==> config.mk <==
export PLATFORM = sky130hd
export DESIGN_NAME = bcd_display_counter
export DESIGN_NICKNAME = d
export VERILOG_FILES = /design/src/rtl/bcd_display_pkg.sv /design/src/rtl/seven_seg_encoder.sv /design/src/rtl/bcd_display_counter.sv
export SDC_FILE = /design/constraint.sdc
export NUM_CORES = 1
export LEC_CHECK = 0
export ABC_AREA = 1
export CAP_MARGIN = 25
export CORE_ASPECT_RATIO = 1.4
export CORE_UTILIZATION = 65
export DETAILED_ROUTE_END_ITERATION = 12
export DONT_BUFFER_PORTS = 1
export GPL_TIMING_DRIVEN = 1
export PLACE_DENSITY = 0.78
export SYNTH_ARGS = -nofsm -noshare
export SYNTH_HDL_FRONTEND = slang
export SYNTH_SLANG_ARGS = --single-unit
==> constraint.sdc <==
create_clock -name input_clock -period 2.95 [get_ports input_clock]
set_input_delay 0.295 -clock input_clock [delete_from_list [all_inputs] [get_ports input_clock]]
set_output_delay 0.295 -clock input_clock [all_outputs]
set_load 0.005 [all_outputs]
==> src/rtl/bcd_display_pkg.sv <==
// -----------------------------------------------------------------------------
// bcd_display_pkg
// Shared constants, types and helpers for the BCD display counter.
//   - DIGIT_W / SEG_W    : BCD digit width and 7-segment bus width.
//   - SEG_0..SEG_9       : glyph patterns, bit order {g,f,e,d,a,b,dp,c}, MSB
//                          first, active-high. Identical to the packing used
//                          by the downstream multi-display stage.
//   - SEG_BLANK          : all segments off.
//   - SEG_G..SEG_C       : bit index of each segment inside the bus.
//   - bcd_count_t        : three-digit count, packed as {hundreds,tens,ones}.
//   - digit_valid()      : true when a nibble is a legal BCD digit.
//   - bcd_step()         : one up/down step with ripple carry/borrow.
//   - bcd_is_wrap()      : true when the step from this value wraps around.
// -----------------------------------------------------------------------------
package bcd_display_pkg;

    localparam int DIGIT_W = 4;
    localparam int SEG_W   = 8;

    localparam logic [SEG_W-1:0] SEG_0     = 8'h7D;
    localparam logic [SEG_W-1:0] SEG_1     = 8'h05;
    localparam logic [SEG_W-1:0] SEG_2     = 8'hBC;
    localparam logic [SEG_W-1:0] SEG_3     = 8'h9D;
    localparam logic [SEG_W-1:0] SEG_4     = 8'hC5;
    localparam logic [SEG_W-1:0] SEG_5     = 8'hD9;
    localparam logic [SEG_W-1:0] SEG_6     = 8'hF9;
    localparam logic [SEG_W-1:0] SEG_7     = 8'h0D;
    localparam logic [SEG_W-1:0] SEG_8     = 8'hFD;
    localparam logic [SEG_W-1:0] SEG_9     = 8'hDD;
    localparam logic [SEG_W-1:0] SEG_BLANK = 8'h00;

    localparam int SEG_G  = 7;
    localparam int SEG_F  = 6;
    localparam int SEG_E  = 5;
    localparam int SEG_D  = 4;
    localparam int SEG_A  = 3;
    localparam int SEG_B  = 2;
    localparam int SEG_DP = 1;
    localparam int SEG_C  = 0;

    typedef struct packed {
        logic [DIGIT_W-1:0] hundreds;
        logic [DIGIT_W-1:0] tens;
        logic [DIGIT_W-1:0] ones;
    } bcd_count_t;

    function automatic logic digit_valid(input logic [DIGIT_W-1:0] d);
        return (d <= 4'd9);
    endfunction

    function automatic bcd_count_t bcd_step(input bcd_count_t c, input logic up);
        bcd_count_t r;
        r = c;
        if (up) begin
            if (c.ones != 4'd9) begin
                r.ones = c.ones + 4'd1;
            end else begin
                r.ones = 4'd0;
                if (c.tens != 4'd9) begin
                    r.tens = c.tens + 4'd1;
                end else begin
                    r.tens     = 4'd0;
                    r.hundreds = (c.hundreds == 4'd9) ? 4'd0 : c.hundreds + 4'd1;
                end
            end
        end else begin
            if (c.ones != 4'd0) begin
                r.ones = c.ones - 4'd1;
            end else begin
                r.ones = 4'd9;
                if (c.tens != 4'd0) begin
                    r.tens = c.tens - 4'd1;
                end else begin
                    r.tens     = 4'd9;
                    r.hundreds = (c.hundreds == 4'd0) ? 4'd9 : c.hundreds - 4'd1;
                end
            end
        end
        return r;
    endfunction

    function automatic logic bcd_is_wrap(input bcd_count_t c, input logic up);
        if (up) begin
            return (c == 12'h999);
        end
        return (c == 12'h000);
    endfunction

endpackage

==> src/rtl/seven_seg_encoder.sv <==
// -----------------------------------------------------------------------------
// seven_seg_encoder
// Combinational BCD digit to 7-segment pattern.
//   digit : 4-bit BCD digit (0..9).
//   seg   : 8-bit pattern {g,f,e,d,a,b,dp,c}, active-high, dp always off.
// Codes above 9 produce a blank pattern.
// -----------------------------------------------------------------------------
module seven_seg_encoder
    import bcd_display_pkg::*;
(
    input  logic [DIGIT_W-1:0] digit,
    output logic [SEG_W-1:0]   seg
);

    logic [SEG_W-1:0] pattern;

    always_comb begin
        pattern = SEG_BLANK;
        case (digit)
            4'd0:    pattern = SEG_0;
            4'd1:    pattern = SEG_1;
            4'd2:    pattern = SEG_2;
            4'd3:    pattern = SEG_3;
            4'd4:    pattern = SEG_4;
            4'd5:    pattern = SEG_5;
            4'd6:    pattern = SEG_6;
            4'd7:    pattern = SEG_7;
            4'd8:    pattern = SEG_8;
            4'd9:    pattern = SEG_9;
            default: pattern = SEG_BLANK;
        endcase
    end

    // Decimal point is never used by this counter.
    always_comb begin
        seg         = pattern;
        seg[SEG_DP] = 1'b0;
    end

endmodule

==> src/rtl/bcd_display_counter.sv <==
// -----------------------------------------------------------------------------
// bcd_display_counter
// Three-digit BCD up/down counter with tick prescaler, synchronous clear and
// load, driving three 7-segment displays and three status LEDs.
//   input_clock         : system clock, rising edge.
//   input_reset         : asynchronous, active-high reset.
//   input_enable        : gates the prescaler.
//   input_up            : 1 = count up, 0 = count down (applies at next tick).
//   input_clear         : synchronous clear to 000 (highest priority).
//   input_load          : synchronous load strobe.
//   input_load_value    : BCD value {hundreds,tens,ones}.
//   output_display1_seg : ones digit pattern (registered).
//   output_display2_seg : tens digit pattern (registered).
//   output_display3_seg : hundreds digit pattern (registered).
//   output_led4         : wrap indicator, lit for WRAP_HOLD_TICKS ticks.
//   output_led5         : registered input_enable.
//   output_led6         : sticky load-error flag (cleared by clear/reset).
// -----------------------------------------------------------------------------
module bcd_display_counter
    import bcd_display_pkg::*;
#(
    parameter int PRESCALE        = 4,
    parameter int WRAP_HOLD_TICKS = 2
) (
    input  logic               input_clock,
    input  logic               input_reset,
    input  logic               input_enable,
    input  logic               input_up,
    input  logic               input_clear,
    input  logic               input_load,
    input  logic [11:0]        input_load_value,
    output logic [SEG_W-1:0]   output_display1_seg,
    output logic [SEG_W-1:0]   output_display2_seg,
    output logic [SEG_W-1:0]   output_display3_seg,
    output logic               output_led4,
    output logic               output_led5,
    output logic               output_led6
);

    localparam int PRE_W  = (PRESCALE > 1) ? $clog2(PRESCALE) : 1;
    localparam int HOLD_W = $clog2(WRAP_HOLD_TICKS + 1);

    localparam logic [PRE_W-1:0]  PRE_LAST  = PRE_W'(PRESCALE - 1);
    localparam logic [HOLD_W-1:0] HOLD_INIT = HOLD_W'(WRAP_HOLD_TICKS);

    bcd_count_t        count;
    bcd_count_t        load_bcd;
    bcd_count_t        count_next;
    logic [PRE_W-1:0]  prescaler;
    logic [HOLD_W-1:0] wrap_hold;
    logic              load_err;
    logic              running;
    logic              load_ok;
    logic              pre_hit;
    logic              step_wrap;

    logic [SEG_W-1:0]  seg_ones;
    logic [SEG_W-1:0]  seg_tens;
    logic [SEG_W-1:0]  seg_hundreds;

    always_comb begin
        load_bcd   = input_load_value;
        load_ok    = digit_valid(load_bcd.hundreds) &&
                     digit_valid(load_bcd.tens) &&
                     digit_valid(load_bcd.ones);
        pre_hit    = (prescaler == PRE_LAST);
        count_next = bcd_step(count, input_up);
        step_wrap  = bcd_is_wrap(count, input_up);
    end

    // Clear beats load beats tick. Any load strobe, accepted or rejected,
    // consumes the cycle, so neither the prescaler nor the count steps then.
    always_ff @(posedge input_clock or posedge input_reset) begin
        if (input_reset) begin
            count     <= '0;
            prescaler <= '0;
            wrap_hold <= '0;
            load_err  <= 1'b0;
        end else if (input_clear) begin
            count     <= '0;
            prescaler <= '0;
            wrap_hold <= '0;
            load_err  <= 1'b0;
        end else if (input_load) begin
            if (load_ok) begin
                count     <= load_bcd;
                prescaler <= '0;
            end else begin
                load_err  <= 1'b1;
            end
        end else if (input_enable) begin
            if (pre_hit) begin
                prescaler <= '0;
                count     <= count_next;
                if (step_wrap) begin
                    wrap_hold <= HOLD_INIT;
                end else if (wrap_hold != '0) begin
                    wrap_hold <= wrap_hold - HOLD_W'(1);
                end
            end else begin
                prescaler <= prescaler + PRE_W'(1);
            end
        end
    end

    seven_seg_encoder u_enc_ones (
        .digit (count.ones),
        .seg   (seg_ones)
    );

    seven_seg_encoder u_enc_tens (
        .digit (count.tens),
        .seg   (seg_tens)
    );

    seven_seg_encoder u_enc_hundreds (
        .digit (count.hundreds),
        .seg   (seg_hundreds)
    );

    // Display registers trail the count register by one cycle.
    always_ff @(posedge input_clock or posedge input_reset) begin
        if (input_reset) begin
            output_display1_seg <= SEG_0;
            output_display2_seg <= SEG_0;
            output_display3_seg <= SEG_0;
            running             <= 1'b0;
        end else begin
            output_display1_seg <= seg_ones;
            output_display2_seg <= seg_tens;
            output_display3_seg <= seg_hundreds;
            running             <= input_enable;
        end
    end

    assign output_led4 = (wrap_hold != '0);
    assign output_led5 = running;
    assign output_led6 = load_err;

endmodule

Word-level counts from Yosys, hierarchy flattened
Memory sizes are Yosys's and may differ from the RTL's. A register that Yosys moved wholly into a read port is not among the register bits.
Cells that the tools add are included.
{"block": "word_totals", "register_bits": 18, "rom_bits": 336, "inputBits": 18, "out_inout_bits": 27, "elab_cells": 85, "n_memories": 3}
{"memory": "(no name shown)", "depth": 16, "width": 7, "read_ports": 1, "rd_clocked_by_memory_dff": 1, "write_ports": 0, "line_no": "seven_seg_encoder.sv:19", "text": "case (digit)"}
{"memory": "(no name shown)", "depth": 16, "width": 7, "read_ports": 1, "rd_clocked_by_memory_dff": 1, "write_ports": 0, "line_no": "seven_seg_encoder.sv:19"}
{"memory": "(no name shown)", "depth": 16, "width": 7, "read_ports": 1, "rd_clocked_by_memory_dff": 1, "write_ports": 0, "line_no": "seven_seg_encoder.sv:19"}
{"block": "op_classes", "n_addsub": 8, "magnitude_cmp": 3, "n_eq_ne": 12, "muxes": 33, "reduce_logical": 19}
{"op": "12-bit two-way mux", "n": 6}
{"op": "4-bit two-way mux", "n": 8}
{"op": "4-bit != test, second input constant", "n": 6}
{"op": "2-bit two-way mux", "n": 11}
{"op": "8-bit two-way mux", "n": 2}
{"op": "4-bit by 1-bit adder with 4-bit output, second input constant", "n": 3}
{"op": "12-bit equality test, second input constant", "n": 1}
{"op": "4-bit <= comparator, second input constant", "n": 3}
{"op": "12-bit logical NOT", "n": 1}
{"op": "4-bit by 1-bit subtractor with 4-bit output, second input constant", "n": 3}
{"op": "3-bit nonzero test", "n": 3}
{"op": "2-bit nonzero test", "n": 4}
{"op": "4-bit nonzero test", "n": 2}
{"op": "7-bit AND reduction", "n": 1}
{"op": "1-bit two-way mux", "n": 6}
{"op": "5-bit AND reduction", "n": 1}
{"op": "4-bit equality test, second input constant", "n": 1}
{"op": "4-bit logical NOT", "n": 1}
{"op": "2-bit != test, second input constant", "n": 2}
{"op": "2-bit AND reduction", "n": 2}
{"op": "4-bit AND reduction", "n": 1}
{"op": "3-bit by 2-bit != test with 1-bit output, second input constant", "n": 1}
{"op": "3-bit AND reduction", "n": 1}
{"op": "2-bit by 1-bit adder with 2-bit output, second input constant", "n": 1}
{"op": "other kinds (3)", "n": 4}

Longest topological paths before layout
{"block": "logic_depth", "ltp_word": 9, "ltp_mapped": 11, "depth_no_buf": 11}

Hierarchy
Synthesis repeated with hierarchy kept, for this count alone.
{"block": "hier_totals", "cells_unflattened": 388, "area_unflattened_um2": 2859.0}
{"mod": "bcd_display_counter", "instances": 1, "cells_per_inst": 265, "area_each_um2": 2194.6, "seq_area_each_um2": 1073.5}
{"mod": "seven_seg_encoder", "instances": 3, "cells_per_inst": 41, "area_each_um2": 221.5, "seq_area_each_um2": 0.0}

Worst setup path before layout
OpenSTA, ideal clock, no wires.
{"block": "synth_timing", "path_type": "input to register", "start": "in count[4] (netlist name)", "end": "reg count[6] (netlist name)", "setup_time_ps": 65, "arrival_ps": 1458, "setup_slack_ps": 1427, "path_stages": 9, "path_buffers": 0, "path_cell_list": "dfrtp_1 inv_1 ha_1 ha_1 nor3_1 o21ai_0 nand2_1 nand2_1 nand2_1"}
{"block": "synth_via", "elab_chain_cells": 8, "word_cells_on_any_way": 13}
{"element": "from (decl)", "line_no": "bcd_display_counter.sv:46", "text": "bcd_count_t count;"}
{"element": "4-bit by 1-bit subtractor with 4-bit output (tied with other cells)", "line_no": "bcd_display_pkg.sv:72", "text": "r.tens = c.tens - 4'd1;"}
{"element": "4-bit two-way mux, on equally long branches", "line_no": "bcd_display_pkg.sv:71, bcd_display_pkg.sv:59"}
{"element": "8-bit two-way mux, on equally long branches", "line_no": "bcd_display_pkg.sv:67, bcd_display_pkg.sv:55"}
{"element": "12-bit two-way mux *", "line_no": "bcd_display_pkg.sv:54", "text": "if (up) begin"}
{"element": "12-bit two-way mux *", "line_no": "bcd_display_counter.sv:92", "text": "if (pre_hit) begin"}
{"element": "12-bit two-way mux *", "line_no": "bcd_display_counter.sv:91", "text": "end else if (input_enable) begin"}
{"element": "12-bit two-way mux *", "line_no": "bcd_display_counter.sv:84", "text": "end else if (input_load) begin"}
{"element": "12-bit two-way mux *", "line_no": "bcd_display_counter.sv:79", "text": "end else if (input_clear) begin"}
Mark *: on every way between the ends. The rest lies on a longest branch, timed or not. The select of a mux whose other input is x is not followed.
A chain may end at the register's enable or synchronous reset.

Final worst setup path
Ends and elaborated chain as after synthesis.

==> impl_metrics.toml <==
[run_status]
run_status = "finished, violations left"
violations_in_the_final_reports = "negative hold slack"

[detailed_routing]
vias_per_inst = 5.62
wl_per_cell_um = 14.0
drt_wl_total_mm = 5.48
drc = 0
drt_pass1_iterations = 5
initialDrtViolationCount = 84
ant_nets = 0
vias = 2199

[grt]
global_route.overflow_total = 0
grt_pass1_wl_mm = 9.36
grt_pass1_vias = 2124
largest_net_degree_at_the_start_of_global_routing = 21
antenna_found_initial = 0
grt_resource_usage_total = 0.268

[sta]
fin_crit_sh = 0.626
report.final.slew_viol_count = 0
timing_hold_violations_final = 4
rsz0062_at_grt = "false"
max_clock_freq_mhz = 541
worst_clock_skew_ps = 8.90
worst_slew_margin_rel = 0.543
timing_worst_slew_pin_value_ps = 685
period_needed_ps = 1850
setup_slack_ps = 1100
hold_slack_ps = -3.85
timing.setup.tns_ps = 0
finalSetupViolations = 0

[cts]
holdBufCountCts = 0
worstSkewPairLatency_ps = 290
cts-htree-levels = 2
ctsLongestPathBuffers = 2
cts_repair_resizes = 0
number_of_clock_buffers_inserted_by_tritoncts = 5
clock_sinks = 39
cts.reportedPaths.clkPinSlew_ps = 80
tritoncts = "done"
clock-root-buffer = "sky130_fd_sc_hd__clkbuf_8"
postCtsSetupRepairBufs = 0

[worst_setup_path]
critical_path.endpoint_type = "register"
cp.required_ps = 3140
critical_path.startpoint_type = "register"
timing_worst_setup_path_type = "reg -> reg"
highest_net_fanout_along_the_worst_path = 7
arrival_ps = 2040
worst-r2r-cell-count = 8

[power]
swShare = 0.393
vdd_ir_drop_max_uv = 622
leakage_nw = 1.41
p_seq_frac = 0.477
design_power_total_mw = 1.92
internal_power_mw = 1.16
cellPowerDensity_nw_per_um2 = 685
clock_power_share = 0.181
comb_power_share = 0.342
switchingPower_uw = 753

[placed_design]
hpwl_after_detailed_placement_mm = 4.16
gp_routability_congestion = 0.889
portBuffers = 0
dp_slack_ps = 1130
post_dp_cell_area_um2 = 2710

[flow_run]
max-cap-violations = 0

[cells_and_area]
postLayoutCellArea_um2 = 2800
fillCellCount = 341
final_util = 0.708
layout.cells.most_common_list = "98 x sky130_fd_sc_hd__nand2_1, 41 x sky130_fd_sc_hd__nor2_1, 27 x sky130_fd_sc_hd__nand3_1"
drive_gt1_frac = 0.178
layout.nets = 389
insertedDiodeCount = 0
final_common_cell = "sky130_fd_sc_hd__nand2_1"
flow.area_growth_from_synthesis_pct = 3.47

[min_path]
hold_class = "in -> async"

[synth]
synth_sequential_area_ratio = 0.369
ys_ff_latch = 39
syn-mean-instance-area_um2 = 7.81
cells_after_synth = 346
netlist_area_um2 = 2700
yosys_warns = 0
synthDistinctLibCells = 37

[floorplanning]
horiz_die_dim_um = 56.5
chipHeight_um = 78.3
floorplan.initialDensity = 0.684
dieArea_um2 = 4430
core_um2 = 3950
boundaryPins = 45
row_count = 27
## area by class of cell
type | instances | area [um2] | area share
clock inverter | 3 | 15.0 | 0.00537
timing repair buffer | 1 | 7.51 | 0.00268
sequential | 39 | 998 | 0.357
inverter | 31 | 124 | 0.0443
tap | 43 | 53.8 | 0.0192
multi-input combinational | 269 | 1530 | 0.547
clock buffer | 5 | 68.8 | 0.0246
## state kept, by name (all words and copies together), names as in the netlist
name	flops
output_display1_seg	7
wrap_hold	2
prescaler	2
output_led5	1
output_led6	1
output_display3_seg	7
output_display2_seg	7
count	12
## metrics by stage
stage / instances / hold slack, ps
after global routing: 391 / 10.1
after detailed placement: 383 / 325
after floorplan: 348 / 326
after CTS: 391 / 18.5
final: 391 / -3.85
after global placement: 383 / 315
## synth_stat cells, drive strengths merged
master,count,area [um2]
nand2,104,434
nor2,49,238
inv,31,124
o21ai,31,178
nand3,30,165
ha,24,300
dfrtp,21,526
dfstp,18,473
buf,9,58.8
nor3,6,52.6
a31oi,5,31.3
a21oi,4,20.0
o211ai,3,22.5
xor2,3,26.3
nand3b,2,15.0
a21boi,1,7.51
conb,1,3.75
nand4,1,6.26
o21a,1,7.51
o311ai,1,8.76
or2,1,6.26
## final timing paths
| path | startpoint | to | slack (ps) |
|---|---|---|---|
| max | count[4] | count[6] | 1100 |
| min | input_reset | output_display1_seg[7] | -4 |
| max reg2reg | count[4] | count[6] | 1100 |
| min reg2reg | wrap_hold[1] | wrap_hold[1] | 500 |
| max in group asynchronous | input_reset | output_display3_seg[5] | 2180 |
| min in group input_clock | input_enable | output_led5 | 20 |
## routing by layer
layer | vias to the layer above | routed length (um) | part of all wire | GRT usage
met5 | - | 0 | 0 | 0
met4 | 0 | 112 | 0.020 | 0.102
met2 | 77 | 2900 | 0.53 | 0.489
li1 | 1117 | - | - | -
met3 | 12 | 280 | 0.051 | 0.0577
met1 | 993 | 2180 | 0.40 | 0.297
## critical path: stages (launching register included)
cell	delay, ps
sky130_fd_sc_hd__dfrtp_1	460
sky130_fd_sc_hd__inv_1	170
sky130_fd_sc_hd__ha_1	290
sky130_fd_sc_hd__ha_1	300
sky130_fd_sc_hd__nor3_1	50
sky130_fd_sc_hd__o21ai_0	270
sky130_fd_sc_hd__nand2_1	80
sky130_fd_sc_hd__nand2_1	80
sky130_fd_sc_hd__nand2_1	50
## logic make-up after synthesis
family / after synthesis / synth area share
AO/OA/AOI/OAI: 46 / 0.102
XOR/XNOR: 3 / 0.00972
AND/OR/NAND/NOR: 193 / 0.339
buffers and inverters: 40 / 0.0676
adder cells (fa/ha/maj): 24 / 0.111
flip-flops: 39 / 0.369
other: 1 / 0.00139
## power groups by stage
stage                     Clock, mW  Sequential, mW  Combinational, mW
after CTS                     0.353           0.915              0.656
final                         0.348           0.914              0.655
after detailed placement          0           0.925              0.651
after global placement            0           0.921              0.645
after global routing          0.369           0.942              0.758
after floorplan                   0           0.873              0.564
No activity file was read; power rests on OpenSTA's default activity.
